$ cat src/rtl/clock_hms_core.sv
// Hours/minutes/seconds time-of-day core with two-button setting and a 4-digit muxed 7-segment scan.
// Optional field blinking in the set modes is enabled by defining CLOCK_HMS_BLINK_EN.

module clock_hms_key #(
    parameter int DEBOUNCE = 1024
) (
    input  logic clk,
    input  logic reset,
    input  logic raw,
    output logic press
);
    localparam int DW = $clog2(DEBOUNCE + 1);

    logic          sync1, sync2;
    logic          level, level_q;
    logic [1:0]    settle;
    logic          armed;
    logic [DW-1:0] cnt;

    // NOTE: every register here is updated with <= so all flops sample the same pre-edge values.
    always_ff @(posedge clk or posedge reset) begin
        if (reset) begin
            sync1   <= 1'b0;
            sync2   <= 1'b0;
            level   <= 1'b0;
            level_q <= 1'b0;
            settle  <= 2'b00;
            armed   <= 1'b0;
            cnt     <= '0;
        end else begin
            sync1   <= raw;
            sync2   <= sync1;
            level_q <= level;
            settle  <= {settle[0], 1'b1};
            // A key held through reset stays disarmed until it is seen released.
            if (settle[1] && !sync2)
                armed <= 1'b1;
            if (sync2 == level) begin
                cnt <= '0;
            end else if (cnt == DW'(DEBOUNCE - 1)) begin
                level <= sync2;
                cnt   <= '0;
            end else begin
                cnt <= cnt + 1'b1;
            end
        end
    end

    assign press = armed & level & ~level_q;
endmodule

module clock_hms_core #(
    parameter int TICK_DIV = 65536,
    parameter int DEBOUNCE = 1024,
    parameter int SCAN_DIV = 256,
    parameter int HOUR_MOD = 24
) (
    input  logic       clk,
    input  logic       reset,
    input  logic       key_mode,
    input  logic       key_add,
    output logic [6:0] seg,
    output logic       dp,
    output logic [3:0] digit_sel,
    output logic [4:0] hour,
    output logic [5:0] minute,
    output logic [5:0] second,
    output logic [1:0] mode,
    output logic       sec_pulse
);
    typedef enum logic [1:0] {
        RUN   = 2'd0,
        SET_H = 2'd1,
        SET_M = 2'd2,
        SET_S = 2'd3
    } mode_t;

    localparam int PW = $clog2(TICK_DIV);
    localparam int SW = (SCAN_DIV > 1) ? $clog2(SCAN_DIV) : 1;

    mode_t         state;
    logic [PW-1:0] presc;
    logic [SW-1:0] scan_cnt;
    logic [1:0]    idx;
    logic          mode_press, add_press, tick;

    clock_hms_key #(.DEBOUNCE(DEBOUNCE)) u_key_mode (
        .clk(clk), .reset(reset), .raw(key_mode), .press(mode_press)
    );
    clock_hms_key #(.DEBOUNCE(DEBOUNCE)) u_key_add (
        .clk(clk), .reset(reset), .raw(key_add), .press(add_press)
    );

    assign tick = (presc == PW'(TICK_DIV - 1)) && (state == RUN);
    assign mode = state;

    always_ff @(posedge clk or posedge reset) begin
        if (reset) begin
            presc <= '0;
        end else if (presc == PW'(TICK_DIV - 1)) begin
            presc <= '0;
        end else begin
            presc <= presc + 1'b1;
        end
    end

    // Ticks only happen in RUN and adds only in the set modes, so they never collide.
    always_ff @(posedge clk or posedge reset) begin
        if (reset) begin
            state     <= RUN;
            hour      <= '0;
            minute    <= '0;
            second    <= '0;
            sec_pulse <= 1'b0;
        end else begin
            sec_pulse <= tick;
            if (tick) begin
                if (second == 6'd59) begin
                    second <= '0;
                    if (minute == 6'd59) begin
                        minute <= '0;
                        hour   <= (hour == 5'(HOUR_MOD - 1)) ? 5'd0 : hour + 5'd1;
                    end else begin
                        minute <= minute + 6'd1;
                    end
                end else begin
                    second <= second + 6'd1;
                end
            end else if (add_press && !mode_press) begin
                case (state)
                    SET_H:   hour   <= (hour == 5'(HOUR_MOD - 1)) ? 5'd0 : hour + 5'd1;
                    SET_M:   minute <= (minute == 6'd59) ? 6'd0 : minute + 6'd1;
                    SET_S:   second <= (second == 6'd59) ? 6'd0 : second + 6'd1;
                    default: ;
                endcase
            end
            if (mode_press) begin
                case (state)
                    RUN:     state <= SET_H;
                    SET_H:   state <= SET_M;
                    SET_M:   state <= SET_S;
                    default: state <= RUN;
                endcase
            end
        end
    end

    always_ff @(posedge clk or posedge reset) begin
        if (reset) begin
            scan_cnt <= '0;
            idx      <= 2'd0;
        end else if (scan_cnt == SW'(SCAN_DIV - 1)) begin
            scan_cnt <= '0;
            idx      <= idx + 2'd1;
        end else begin
            scan_cnt <= scan_cnt + 1'b1;
        end
    end

    function automatic logic [6:0] glyph(input logic [3:0] v);
        case (v)
            4'd0:    glyph = 7'h40;
            4'd1:    glyph = 7'h79;
            4'd2:    glyph = 7'h24;
            4'd3:    glyph = 7'h30;
            4'd4:    glyph = 7'h19;
            4'd5:    glyph = 7'h12;
            4'd6:    glyph = 7'h02;
            4'd7:    glyph = 7'h78;
            4'd8:    glyph = 7'h00;
            4'd9:    glyph = 7'h10;
            default: glyph = 7'h7F;
        endcase
    endfunction

    logic [5:0] left_val, right_val;
    logic [3:0] digit_val;
    logic       blank;

    // NOTE: each combinational output gets a default first so no path leaves it unassigned (no latch).
    always_comb begin
        left_val  = {1'b0, hour};
        right_val = minute;
        if (state == SET_S) begin
            left_val  = minute;
            right_val = second;
        end
        digit_val = 4'd0;
        case (idx)
            2'd3:    digit_val = 4'(left_val / 6'd10);
            2'd2:    digit_val = 4'(left_val % 6'd10);
            2'd1:    digit_val = 4'(right_val / 6'd10);
            default: digit_val = 4'(right_val % 6'd10);
        endcase
    end

`ifdef CLOCK_HMS_BLINK_EN
    // The field being set sits on digits 3/2 in SET_H and on digits 1/0 in SET_M and SET_S.
    assign blank = (presc >= PW'(TICK_DIV / 2)) &&
                   (((state == SET_H) && idx[1]) ||
                    (((state == SET_M) || (state == SET_S)) && !idx[1]));
`else
    assign blank = 1'b0;
`endif

    always_ff @(posedge clk or posedge reset) begin
        if (reset) begin
            seg       <= 7'h7F;
            dp        <= 1'b1;
            digit_sel <= 4'hF;
        end else begin
            seg       <= blank ? 7'h7F : glyph(digit_val);
            dp        <= !((idx == 2'd2) && !second[0]);
            digit_sel <= ~(4'b0001 << idx);
        end
    end
endmodule
$ cat config.mk
export PLATFORM = sky130hd
export DESIGN_NAME = clock_hms_core
export DESIGN_NICKNAME = d
export VERILOG_FILES = /design/src/rtl/clock_hms_core.sv
export SDC_FILE = /design/constraint.sdc
export NUM_CORES = 1
export LEC_CHECK = 0
export ABC_CLOCK_PERIOD_IN_PS = 4750
export BUFFER_PORTS_ARGS = -buffer_cell sky130_fd_sc_hd__buf_2
export CAP_MARGIN = 5
export CORE_ASPECT_RATIO = 0.75
export CORE_MARGIN = 2
export CORE_UTILIZATION = 60
export CTS_CLUSTER_DIAMETER = 100
export DETAILED_ROUTE_END_ITERATION = 6
export GPL_TIMING_DRIVEN = 0
export PLACE_DENSITY = 0.79
export SLEW_MARGIN = 10
export SYNTH_ARGS = -nofsm -noshare
export SYNTH_HDL_FRONTEND = slang
export SYNTH_SLANG_ARGS = --single-unit
$ cat constraint.sdc
create_clock -name clk -period 4.75 [get_ports clk]
set_input_delay 0.7125 -clock clk [delete_from_list [all_inputs] [get_ports clk]]
set_output_delay 0.7125 -clock clk [all_outputs]
set_load 0.005 [all_outputs]
* Word-level counts from Yosys, hierarchy flattened
Memories as Yosys holds them, arrays and structs flattened. A register that Yosys moved wholly into a read port is not among the register bits. Index checks and enable logic that the tools add are counted.
Operators by class: add/sub/neg operators 8, multiply operators 0, divide/modulo/power cells 4, $lt $le $gt $ge 0, equal/unequal tests 17, shift-type cells 1, mux-type cells 25, bitwise operators 9, reduce and logical (&&, ||, !) cells 20
Operators with widths (count):
- two-way mux 6 bit | 11
- two-way mux 11 bit | 4
- two-way mux 5 bit | 6
- adder 11 x 1 -> 11 bit, second input constant | 2
- equality test 11 x 10 -> 1 bit, second input constant | 2
- adder 16 x 1 -> 16 bit, second input constant | 1
- equality test 16 bit, second input constant | 1
- two-way mux 16 bit | 1
- adder 6 x 1 -> 6 bit, second input constant | 2
- divider 6 x 4 -> 6 bit, second input constant | 2
- equality test 6 bit, second input constant | 2
- remainder unit 6 x 4 -> 6 bit, second input constant | 2
- one-hot mux 4 bit (3 select lines) | 1
- adder 8 x 1 -> 8 bit, second input constant | 1
- equality test 2 bit, second input constant | 4
- equality test 8 bit, second input constant | 1
- two-way mux 8 bit | 1
- nonzero test 2 bit | 4
- one-hot mux 2 bit (3 select lines) | 1
- AND reduction 2 bit | 3
- adder 5 x 1 -> 5 bit, second input constant | 1
- equality test 5 bit, second input constant | 1
- logical AND 1 bit | 5
- logical NOT 1 bit | 5
- other kinds (11) | 20
Word-level totals: bits in registers 87, latch bits 0, bits in writable memories 0, bits in read-only memories 112, logic and storage cells 109, memories 1
Memories:
- (name not given) | depth 16, bits a word 7, read ports 1, clocked after Yosys merged registers in 1, wr ports 0, line 161 | case (v)

* Logic depth before layout (Yosys ltp)
depth after elaboration 6, mapped depth 20

* Modules after synthesis
From an unflattened synthesis, not the netlist that was laid out.
Second synthesis, totals: cells, all modules 507, area, all modules 5191.2 sq um
By module, submodules not included:
- clock_hms_core | times used 1, cells an instance 379, area an instance 3697.3 sq um
- clock_hms_key | times used 2, cells an instance 64, area an instance 747.0 sq um

* Worst setup path before layout
OpenSTA, ideal clock, no wires.
path type register to register, start point reg state[0] (netlist: mode[0]), end point reg seg[1], arrival time 3.298 ns, required time 4.677 ns, path slack 1.379 ns, stages on the path, launching flop included 16, buffers on the path 1, clock period less this slack 3.371 ns, cells stage by stage dfrtp_1 -> ha_1 -> buf_6 -> or3_4 -> o221ai_4 -> inv_2 -> ha_1 -> a2111o_1 -> o21ai_1 -> nand2b_1 -> a211o_1 -> a32oi_2 -> inv_1 -> ha_1 -> o21a_1 -> a21oi_1
Between the ends: cells in the longest elaborated chain, start to end 4, elaborated cells between the ends (all ways) 8, classes of those cells 4 x div; 1 x eq/ne; 3 x mux
Ends and longest elaborated chain:
- start, declared | line 81 | mode_t state;
- start signal, assigned | line 110 | state <= RUN;
- start signal, assigned | line 139 | RUN: state <= SET_H;
- start signal, assigned | line 140 | SET_H: state <= SET_M;
- equality test 2 bit * | line 184 | if (state == SET_S) begin
- two-way mux 6 bit | line 184
- remainder unit 6 x 4 -> 6 bit, or another cell as far along | line 193 | default: digit_val = 4'(right_val % 6'd10);
- one-hot mux 4 bit (3 select lines) * | line 189 | case (idx)
- end, declared | line 62 | output logic [6:0] seg,
Every way passes the cells marked *; elsewhere a longest branch is shown, timed or not. A chain may end at the register's enable or synchronous reset.

* Worst setup path after layout
start point reg idx[1], end point reg seg[5]
Between the ends: cells in the longest elaborated chain, start to end 2, elaborated cells between the ends (all ways) 4, classes of those cells 3 x eq/ne; 1 x mux
Ends and longest elaborated chain:
- start, declared | line 84 | logic [1:0] idx;
- start signal, assigned | line 154 | idx <= idx + 2'd1;
- equality test 2 x 1 -> 1 bit / equality test 2 bit (equally long branches) | line 189
- one-hot mux 4 bit (3 select lines) * | line 189
Marked as above.

==> impl_metrics.env <==
export IMPL_num_rows=28
export IMPL_async_flop_share_pct=100.0
export IMPL_grt_max_degree=63
export IMPL_synth_fa_ha_area_share_pct=6.452
export IMPL_die_y_um=83.39
export IMPL_netlist_instances=505
export IMPL_synth_area_leaders="dfrtp_1 (40%), ha_1 (6.5%), dfstp_2 (6.3%)"
export IMPL_yosysTopAreaCell="dfrtp_1"
export IMPL_rsz0062_at_grt="false"
export IMPL_p_clk_share_pct=38.1
export IMPL_vias_per_cell=5.817
export IMPL_die_area_mm2=0.009161
export IMPL_drc_errors=0
export IMPL_routabilityCongestion=0.8291
export IMPL_synth_commonest_cells="dfrtp_1 (80), nor2_1 (47), nand2_1 (44), inv_1 (32)"
export IMPL_die_w_um=109.9
export IMPL_nNetsFinal=582
export IMPL_grt_pass1_wl_um=17390
export IMPL_post_cts_buffers=0
export IMPL_first_pass_iters=5
export IMPL_gr_total_overflow=0
export IMPL_clk_latency_ps=370
export IMPL_ff2ff_setup_slack_ps=800
export IMPL_cts_sinks=92
export IMPL_end_kind="flip-flop"
export IMPL_vias=3851
export IMPL_synth_ff_type="dfrtp_1"
export IMPL_fin_skew_ps=10.54
export IMPL_fmaxAchievable_mhz=253.1
export IMPL_io_pins=36
export IMPL_synth_compound_area_share_pct=14.69
export IMPL_yosysMostFrequentCell="dfrtp_1"
export IMPL_numCtsBuffers=9
export IMPL_seqCellArea_mm2=0.002317
export IMPL_grt_pass1_vias=3699
export IMPL_setup_worst_path_start_class="flip-flop"
export IMPL_cp_required_ps=5050
export IMPL_combPwrFrac_pct=2.4
export IMPL_fin_tns_setup_ps=0
export IMPL_relSlewSlack_pct=48.85
export IMPL_area_growth_pct=10.52
export IMPL_path_class="flip-flop to flip-flop"
export IMPL_ctsHoldBuffers=0
export IMPL_dp_worst_setup_slack_ps=904.3
export IMPL_hold_violations=0
export IMPL_port_buffers=35
export IMPL_p_seq_share_pct=59.5
export IMPL_multiInputGateArea_mm2=0.002525
export IMPL_synth_edff_count=0
export IMPL_p_per_area_mw_per_mm2=240.2
export IMPL_ir_worst_vdd_v=0.0002164
export IMPL_tightest_slew_ps=761.3
export IMPL_num_fill_cells=634
export IMPL_wl_per_cell_um=15.23
export IMPL_antenna_found_initial=0
export IMPL_netSwitchingPower_mw=0.3158
export IMPL_synth_nets=535
export IMPL_synthMuxAreaShare_pct=1.762
export IMPL_hpwlAfterDp_um=7276
export IMPL_synth_warnings=0
export IMPL_swShare_pct=23.59
export IMPL_core_mm2=0.008023
export IMPL_netlist_area_mm2=0.005042
export IMPL_ys_types=74
export IMPL_worstHoldPathType="primary input to asynchronous set/reset pin"
export IMPL_outcome="finished, final reports clean"
export IMPL_cts_buffer_depth=2
export IMPL_synth_xor_area_share_pct=7.295
export IMPL_diodes=0
export IMPL_ys_ff_latch=92
export IMPL_max_cap_violations=0
export IMPL_avgSynthCellArea_um2=9.985
export IMPL_ys_seq_area_share_pct=45.96
export IMPL_cts_resized_gates=0
export IMPL_slew_violations=0
export IMPL_p_int_mw=1.023
export IMPL_start_util_pct=62.85
export IMPL_root_buffer="clkbuf_8"
export IMPL_drive_gt1_share_pct=18.31
export IMPL_track_usage_pct=24.06
export IMPL_wl_um=10080
export IMPL_post_route_period_util_pct=83.18
export IMPL_layout_setup_ws_ps=799.0
export IMPL_drtIter0Drc=238
export IMPL_path_clk_slew_ps=90
export IMPL_cts_tree="yes"
export IMPL_postRouteAntennaNets=0
export IMPL_p_leak_nw=2.604
export IMPL_synthSimpleGateAreaFrac_pct=19.80
export IMPL_finalSetupViolations=0
export IMPL_crit_arrival_ps=4250
export IMPL_cp_max_fo=10
export IMPL_htree_levels=3
export IMPL_synth_top_area_share_pct=39.70
export IMPL_synth_top_family_by_area="simple AND/OR/NAND/NOR gates"
export IMPL_period_minus_slack_ps=3951
state kept, by name, indices dropped and copies added (netlist names):
signal / flops
digit_sel: 4
mode: 2
u_key_mode.armed: 1
u_key_add.sync2: 1
presc: 16
u_key_add.settle: 2
u_key_mode.cnt: 11
hour: 5
u_key_mode.sync1: 1
u_key_add.armed: 1
u_key_mode.sync2: 1
u_key_add.level: 1
second: 6
u_key_add.level_q: 1
minute: 6
u_key_mode.level_q: 1
u_key_mode.level: 1
scan_cnt: 8
u_key_add.sync1: 1
dp: 1
u_key_add.cnt: 11
sec_pulse: 1
idx: 2
seg: 7
power groups by stage:
stage | combinational [mW] | sequential (mW) | clock [mW]
after floorplan | 0.0223 | 0.810 | 0
after global placement | 0.0294 | 0.811 | 0
after detailed placement | 0.0333 | 0.812 | 0
after CTS | 0.0339 | 0.797 | 0.527
after global routing | 0.0380 | 0.798 | 0.558
final | 0.0323 | 0.797 | 0.510
placed cells by master (no fill, tap or decap), types with 11 or more instances in the layout:
cell,count
a21oi_1,16
and3_1,14
buf_2,38
clkbuf_8,11
dfrtp_1,80
dfstp_2,12
ha_1,26
inv_1,31
nand2_1,44
nand3_1,26
nor2_1,47
o21ai_0,20
xnor2_1,20
xor2_1,22
worst max-delay path, cell delays in order (launching register included):
cell	delay, ps
dfrtp_1	410
inv_1	120
ha_1	260
buf_2	250
nand2b_1	90
a21oi_1	220
or2_2	190
inv_1	70
ha_1	200
o311ai_0	410
a21oi_1	150
a22oi_1	330
nor2_1	90
a311oi_2	380
inv_1	170
ha_1	230
inv_1	70
nand2_1	50
a31oi_1	180
final cells by class:
| type | count | share of cell area, % |
|---|---|---|
| plain buffers | 13 | 1.302 |
| inverters | 34 | 2.335 |
| clock buffers | 11 | 2.717 |
| multi-input cells | 366 | 45.31 |
| flip-flops and latches | 92 | 41.58 |
| repair buffers | 36 | 3.637 |
| clock inverters | 5 | 0.7634 |
| well taps | 105 | 2.357 |
cell families (layout without fill, tap and decap cells):
group	count (synthesis)	count (layout)
multiplexers	8	8
AO/OA/AOI/OAI	98	98
buffers and inverters	47	99
AND/OR/NAND/NOR	191	191
adder cells (fa/ha/maj)	26	26
XOR/XNOR	42	42
flip-flops	92	92
other	1	1
path summary, 6_finish.rpt:
path,startpoint,to,cells past startpoint
max,idx[1],seg[5],18
min,reset,presc[6],2
max reg2reg,idx[1],seg[5],18
min reg2reg,u_key_add.settle[0],u_key_add.settle[1],0
max in group asynchronous,reset,seg[3],3
min in group clk,u_key_add.settle[0],u_key_add.settle[1],0
metrics by stage:
stage                     total power, mW  hold WS, ps  area (µm²)  util, %  instances
after CTS                           1.358        325.7        5573    69.46        662
after global routing                1.394        346.4        5573    69.46        662
final                               1.339        328.8        5573    69.46        662
after global placement             0.8408        334.0        5349    66.67        645
after detailed placement           0.8450        335.5        5379    67.05        646
after floorplan                    0.8323        331.2        5042        -        505
metal layers:
layer  vias up  routed length, µm  GRT usage, %
met3        14                607         6.044
li1       1867                  -             -
met5         -                  0             0
met2       118               4605         37.20
met4         0                123         7.135
met1      1852               4743         33.37
Power figures use the tool's default switching activity.
